$ cat src/rtl/parser_order_scheduler.sv
// Records parser dispatch order in a small FIFO and releases parser results in that order.
// Optional protocol checker enabled by defining PARSER_ORDER_CHECK_EN.
module parser_order_scheduler #(
    parameter int unsigned NUM_PARSER = 6,
    parameter int unsigned IDX_W      = 3,
    parameter int unsigned DEPTH      = 16,
    parameter int unsigned AW         = 4
) (
    input  logic                  clk,
    input  logic                  rst,
    input  logic [NUM_PARSER-1:0] dispatch_valid,
    output logic                  dispatch_stall,
    input  logic [NUM_PARSER-1:0] done,
    output logic [NUM_PARSER-1:0] done_ack,
    output logic                  out_valid,
    input  logic                  out_ready,
    output logic [NUM_PARSER-1:0] out_sel,
    output logic [AW:0]           outstanding,
    output logic                  err
);

    localparam logic [AW:0] FULL      = (AW+1)'(DEPTH);
    localparam logic [AW:0] STALL_LVL = (AW+1)'(DEPTH - 2);

    logic [IDX_W-1:0] order_mem [DEPTH];
    logic [AW-1:0]    wr_ptr;
    logic [AW-1:0]    rd_ptr;
    logic [AW:0]      count;
    logic [IDX_W-1:0] head;
    logic [IDX_W-1:0] push_idx;
    logic             any_dispatch;
    logic             push;
    logic             pop;

    // Lowest set bit wins if the one-hot rule is ever violated.
    always_comb begin
        push_idx = '0;
        for (int i = NUM_PARSER - 1; i >= 0; i--) begin
            if (dispatch_valid[i]) push_idx = IDX_W'(i);
        end
    end

    assign head = order_mem[rd_ptr];

    always_comb begin
        out_sel = '0;
        if (count != '0) begin
            for (int i = 0; i < NUM_PARSER; i++) begin
                out_sel[i] = (head == IDX_W'(i));
            end
        end
    end

    assign any_dispatch   = |dispatch_valid;
    assign out_valid      = |(out_sel & done);
    assign pop            = out_valid & out_ready;
    assign done_ack       = pop ? out_sel : '0;
    // A pop in the same cycle frees the slot, so a push at full is still accepted.
    assign push           = any_dispatch & ((count != FULL) | pop);
    assign dispatch_stall = (count >= STALL_LVL);
    assign outstanding    = count;

    always_ff @(posedge clk or posedge rst) begin
        if (rst) begin
            wr_ptr <= '0;
            rd_ptr <= '0;
            count  <= '0;
        end else begin
            if (push) wr_ptr <= wr_ptr + AW'(1);
            if (pop)  rd_ptr <= rd_ptr + AW'(1);
            if (push && !pop) begin
                count <= count + (AW+1)'(1);
            end else if (!push && pop) begin
                count <= count - (AW+1)'(1);
            end
        end
    end

    always_ff @(posedge clk) begin
        if (push) order_mem[wr_ptr] <= push_idx;
    end

`ifdef PARSER_ORDER_CHECK_EN
    logic err_q;
    logic multi_hot;
    logic overflow;
    logic orphan_done;

    assign multi_hot   = |(dispatch_valid & (dispatch_valid - NUM_PARSER'(1)));
    assign overflow    = any_dispatch & (count == FULL) & ~pop;
    assign orphan_done = out_ready & ~out_valid & (count == '0) & (|done);

    always_ff @(posedge clk or posedge rst) begin
        if (rst) begin
            err_q <= 1'b0;
        end else if (multi_hot || overflow || orphan_done) begin
            err_q <= 1'b1;
        end
    end

    assign err = err_q;
`else
    assign err = 1'b0;
`endif

endmodule

$ cat config.mk
export PLATFORM = sky130hd
export DESIGN_NAME = parser_order_scheduler
export DESIGN_NICKNAME = d
export VERILOG_FILES = /design/src/rtl/parser_order_scheduler.sv
export SDC_FILE = /design/constraint.sdc
export NUM_CORES = 1
export LEC_CHECK = 0
export CAP_MARGIN = 15
export CORE_MARGIN = 8
export CORE_UTILIZATION = 60
export CTS_BUF_LIST = sky130_fd_sc_hd__clkbuf_8 sky130_fd_sc_hd__clkbuf_16
export DETAILED_ROUTE_END_ITERATION = 16
export PLACE_DENSITY = 0.88
export SLEW_MARGIN = 15
export SYNTH_ARGS = -nofsm -noshare
export SYNTH_HDL_FRONTEND = slang
export SYNTH_SLANG_ARGS = --single-unit
$ cat constraint.sdc
create_clock -name clk -period 6.6 [get_ports clk]
set_input_delay 0.66 -clock clk [delete_from_list [all_inputs] [get_ports clk]]
set_output_delay 0.66 -clock clk [all_outputs]
set_load 0.01 [all_outputs]
Yosys cells after proc, flatten, opt, wreduce, memory -nomap -nowiden
Memory sizes are Yosys's and may differ from the RTL's. Cells that the tools add are included.

Multiply operators: 0. Eq/ne operators: 6. $lt $le $gt $ge: 1. Divide/modulo/power cells: 0. Shifts and indexed selects: 0. Muxes and demuxes: 12. Add/subtract/negate cells: 4. Reductions and logical operators: 9. Bitwise gates (word level): 4.

Operators with widths (count): two-way mux 3 bit (6); two-way mux 6 bit (2); OR reduction 6 bit (2); two-way mux 5 bit (2); adder 4 x 1 -> 4 bit (second input constant) (2); AND 6 bit (1); == test 3 x 2 -> 1 bit (second input constant) (2); == test 3 bit (second input constant) (2); adder 5 x 1 -> 5 bit (second input constant) (1); greater-or-equal comparator 5 x 4 -> 1 bit (second input constant) (1); inequality test 5 bit (second input constant) (1); nonzero test 5 bit (1); subtractor 5 x 1 -> 5 bit (second input constant) (1); == test 3 x 1 -> 1 bit (second input constant) (1); zero test 3 bit (1); AND 1 bit (2); logical AND 1 bit (2); zero test 1 bit (2); two-way mux 1 bit (2); nonzero test 2 bit (1); bitwise OR 1 bit (1).

Output and inout port bits: 20. Memories: 1. Input bits: 15. Register bits after elaboration: 13. RAM bits: 48. Word-level logic and storage cells: 40. Latch bits: 0. ROM bits: 0.

Memories: order_mem (depth 16, width 3, rd ports 1, clocked after Yosys merged registers in 0, write ports 1, RTL line 25) `logic [IDX_W-1:0] order_mem [DEPTH];`.

Longest topological paths before layout
An unclocked memory read counts as a cell.

Depth after elaboration: 12. Depth in mapped cells: 16. Depth with buffers taken out: 14.

Worst setup path before layout
Ideal clock, no wire load.

Path kind: reg-to-reg. Start: register rd_ptr[1]. End: register count[4], in the netlist outstanding[4]. Library setup time: 0.124 ns. Stages on the path, launching flop included: 17. Setup slack: 2.865 ns. Path buffers: 2. Data arrival time: 3.611 ns. Period minus slack after synthesis: 3.735 ns. Required time: 6.476 ns. Cell sequence: dfrtp_1 -> buf_2 -> mux4_2 -> a22oi_1 -> nand3_1 -> a211oi_1 -> o31ai_2 -> a21oi_2 -> buf_6 -> ha_1 -> inv_1 -> ha_1 -> a21o_1 -> a21oi_1 -> xnor2_1 -> nor2_1 -> xnor2_1.

Word-level cells in the longest chain between the ends: 11. Elaborated cells between the ends (all ways): 19. Those cells by class: eq/ne (5); mux (2); bitwise (4); reduce/logical (7); memory (1).

Ends and longest elaborated chain: start: declaration (RTL line 27) `logic [AW-1:0] rd_ptr;`; start signal: assignment (RTL line 70) `if (pop) rd_ptr <= rd_ptr + AW'(1);`; memory (16 x 3 bit) (*); == test 3 x 1 -> 1 bit, or another cell as far along (RTL line 49) `out_sel[i] = (head == IDX_W'(i));`; two-way mux 6 bit (*) (RTL line 47) `if (count != '0) begin`; AND 6 bit (*) (RTL line 55) `assign out_valid = |(out_sel & done);`; OR reduction 6 bit (*) (RTL line 55); AND 1 bit (*) (RTL line 56) `assign pop = out_valid & out_ready;`; bitwise OR 1 bit (*) (RTL line 59) `assign push = any_dispatch & ((count != FULL) | pop);`; AND 1 bit (*) (RTL line 59); via push (RTL line 32) `logic push;`; zero test 1 bit (RTL line 73) `end else if (!push && pop) begin`; logical AND 1 bit (RTL line 73); nonzero test 2 bit (no source line); end signal: assignment (RTL line 72) `count <= count + (AW+1)'(1);`; end signal: assignment (RTL line 74) `count <= count - (AW+1)'(1);`; end: declaration (RTL line 28) `logic [AW:0] count;`.

Mark *: on every way through the listed nets, which the timed path passes. The rest lies on a longest branch. A chain may end at the register's enable or synchronous reset.

Final worst setup path
Start: register rd_ptr[1]. End: register count[4], in the netlist outstanding[4].

Word-level cells in the longest chain between the ends: 11. Elaborated cells between the ends (all ways): 19. Those cells by class: eq/ne (5); mux (2); bitwise (4); reduce/logical (7); memory (1).

Ends and longest elaborated chain (RTL line): memory (16 x 3 bit) (*); == test 3 x 1 -> 1 bit, or another cell as far along (49); two-way mux 6 bit (*) (47); AND 6 bit (*) (55); OR reduction 6 bit (*) (55); AND 1 bit (*) (56); bitwise OR 1 bit (59); AND 1 bit (59); zero test 1 bit (73); logical AND 1 bit (73); nonzero test 2 bit (no source line).

Every way passes the cells marked *; elsewhere a longest branch is shown, timed or not.

==> impl_metrics.py <==
metrics = {
    "outcome": {
        "status": "completed",
    },
    "placed_design": {
        "preCtsSetupSlack_ns": 2.21,
        "io_buffers": 33,
        "finalWeightedCongestion": 0.832,
        "dp_hpwl_mm": 4.48,
    },
    "cts": {
        "cts_tree": "built",
        "cts_buffer_depth": 2,
        "cts_htree_levels": 3,
        "cts_root_buf": "clkbuf_8",
        "holdBufCountCts": 0,
        "clk_pin_slew_ns": 0.07,
        "postCtsSetupBuffers": 0,
        "clk_latency_ns": 0.34,
        "clock-sinks": 61,
        "cts_resized": 0,
        "cts_made_buffers": 9,
    },
    "logic_synthesis": {
        "ys_top_cells_by_area": "edfxtp_1 (48%), dfrtp_1 (11%), mux4_2 (9.8%)",
        "synth_nets": 239,
        "synth_simple_gate_area_share_pct": 11.5,
        "synth_cell_types": 39,
        "synth_top_family_by_area": "multiplexers",
        "synth_top_area_cell": "edfxtp_1",
        "yosysWarnings": 0,
        "seq_area_frac_synth_pct": 59.1,
        "ys_ff_latch": 61,
        "muxShareOfSynthArea_pct": 11.6,
        "synthesis.area_mm2": 0.00299,
        "synthAdderAreaFrac_pct": 4.44,
        "synthCells": 214,
        "synth_compound_area_share_pct": 6.78,
        "synth_xor_area_share_pct": 3.22,
        "synth_edf_count": 48,
        "yosysTopAreaCellShare_pct": 48.2,
        "synthFlopType": "edfxtp_1",
        "async_flop_share_pct": 21.3,
        "syn_avg_cell_area_um2": 14.0,
    },
    "timing": {
        "fin_skew_ns": 0.00731,
        "slew_violations": 0,
        "tns_ns": 0,
        "fin_ws_ns": 2.11,
        "period_needed_ns": 4.49,
        "worst_pin_slew_ns": 0.993,
        "relSlewSlack_pct": 33.5,
        "rsz0062_at_grt": "false",
        "fin_crit_sh_pct": 68.0,
        "fmaxAchievable_mhz": 223,
        "finalHoldViolCount": 0,
        "setup_viol": 0,
    },
    "power": {
        "vdd_ir_drop_max_v": 0.000313,
        "p_leak_nw": 1.36,
        "p_per_area_mw_per_mm2": 518,
    },
    "drt": {
        "drt-total-wl_mm": 6.09,
        "vias_per_cell": 5.79,
        "wl_per_cell_um": 18.8,
        "drc": 0,
        "drt-pass1-iter-count": 4,
        "vias": 1875,
        "drtIter0Drc": 112,
        "ant_nets": 0,
    },
    "grt": {
        "grt_usage_pct": 17.6,
        "grt_max_degree": 17,
        "overflow": 0,
        "grt_pass1_vias": 1937,
        "antenna_found_initial": 0,
        "grt_pass1_wl_mm": 9.67,
    },
    "final_layout": {
        "nNetsFinal": 277,
        "n_fill_cell": 319,
        "seq_area_mm2": 0.00177,
        "drive_gt1_share_pct": 14.0,
        "diodes": 0,
        "multi_input_area_mm2": 0.00112,
        "area_delta_synth_final_pct": 18.9,
    },
    "setup_path": {
        "path_class": "flop to flop",
        "arrival_ns": 4.71,
        "endpoint_kind": "flop",
        "crit_path_start_kind": "flop",
        "crit_fanout": 15,
        "required_ns": 6.82,
    },
    "die": {
        "initial_core_util_pct": 62.8,
        "io_pins": 35,
        "core_area_mm2": 0.00475,
        "die-area_mm2": 0.00749,
        "die_w_um": 86.6,
        "die_h_um": 86.6,
        "core.rowCount": 25,
    },
    "min_path": {
        "hold_class": "flop to flop",
    },
    "run": {
        "cap_violations": 0,
    },
}
## logic make-up (layout without fill, tap and decap cells)
family / count (synthesis) / in the layout
simple gates: 67 / 67
flops: 61 / 61
compound gates: 27 / 27
buf+inv: 19 / 62
mux: 18 / 18
xor+xnor: 11 / 11
fa+ha+maj: 10 / 10
other cells: 1 / 1
## cell type report
type / instances / area share (%)
Multi-Input combinational cell: 134 / 31.7
Timing Repair Buffer: 35 / 9.72
Sequential cell: 61 / 49.7
Clock inverter: 7 / 1.87
Clock buffer: 9 / 3.49
Inverter: 11 / 1.16
Tap cell: 67 / 2.36
## cells in the final DEF, fill, tap and decap left out, types with 3 or more instances in the layout
cell	synthesis	routed
a211oi_2	3	3
a21o_1	3	3
a21oi_1	4	4
a22oi_1	3	3
and2_1	6	6
and3_1	13	13
clkbuf_8	0	9
clkdlybuf4s50_1	0	33
dfrtp_1	13	13
edfxtp_1	48	48
ha_1	9	9
inv_1	10	11
mux2i_1	3	3
mux4_2	13	13
nand2_1	5	5
nand3_1	6	6
nor2_1	19	19
nor2b_1	4	4
nor3_1	8	8
o21ai_0	6	6
xnor2_1	5	5
xor2_1	6	6
## registers in the layout (all words and copies together), names as in the netlist
name / flops
order_mem: 48
wr_ptr: 4
rd_ptr: 4
outstanding: 5
## where the power goes
part           total (W)  internal (W)  switching [W]  leakage, nW
Clock           0.000313      0.000172       0.000141       0.0945
Sequential      0.000638      0.000522       0.000116        0.599
Combinational   0.000889      0.000441       0.000447        0.663
## cells in the mapped netlist, types with 2 or more instances
cell type,n
a211oi_2,3
xnor2_1,5
inv_1,10
a211oi_1,2
clkbuf_1,2
ha_1,9
a22oi_1,3
mux2_1,2
edfxtp_1,48
buf_6,2
mux2i_1,3
o21ai_0,6
and2_1,6
xor2_1,6
mux4_2,13
a21o_1,3
buf_4,2
nor3_1,8
or2_2,2
a22o_1,2
nor2_1,19
a21oi_1,4
nand2_1,5
and3_1,13
nor2b_1,4
dfrtp_1,13
nand3_1,6
buf_2,2
## routing by layer
| metal | vias to the layer above | track usage, % | routed length, µm |
|---|---|---|---|
| met5 | - | 0 | 0 |
| met2 | 80 | 27.8 | 2920 |
| met4 | 0 | 11.4 | 197 |
| met1 | 902 | 20.5 | 2570 |
| li1 | 879 | - | - |
| met3 | 14 | 5.01 | 407 |
## path summary, 6_finish.rpt
kind / start / to / slack (ns) / cells past startpoint
max: rd_ptr[1] / outstanding[4] / 2.11 / 14
min: wr_ptr[3] / wr_ptr[3] / 0.55 / 1
max reg2reg: rd_ptr[1] / outstanding[4] / 2.11 / 14
min reg2reg: wr_ptr[3] / wr_ptr[3] / 0.55 / 1
max in group asynchronous: rst / rd_ptr[2] / 5.61 / 2
min in group asynchronous: rst / wr_ptr[3] / 0.65 / 2
## through the flow
stage / total power [W] / cell area, µm² / hold WS, ns / utilization [%] / std cells
final: 0.00184 / 3550 / 0.547 / 74.7 / 324
after CTS: 0.00185 / 3550 / 0.553 / 74.7 / 324
after detailed placement: 0.00153 / 3360 / 0.536 / 70.7 / 308
after floorplan: 0.00124 / 2990 / 0.490 / - / 214
after global routing: 0.00196 / 3550 / 0.579 / 74.7 / 324
after global placement: 0.00149 / 3360 / 0.528 / 70.7 / 308
## critical path, stage by stage, from the launching register on
cell      delay (ns)
dfrtp_1         0.77
mux4_2          0.63
a22oi_1         0.37
nand3_1         0.14
a211oi_1        0.37
o31ai_2         0.13
a21oi_2         0.49
ha_1            0.32
inv_1           0.11
ha_1            0.33
a21o_1          0.19
a21oi_1         0.19
xnor2_1         0.14
nor2_1          0.07
xnor2_1         0.12
Power figures use the tool's default switching activity.
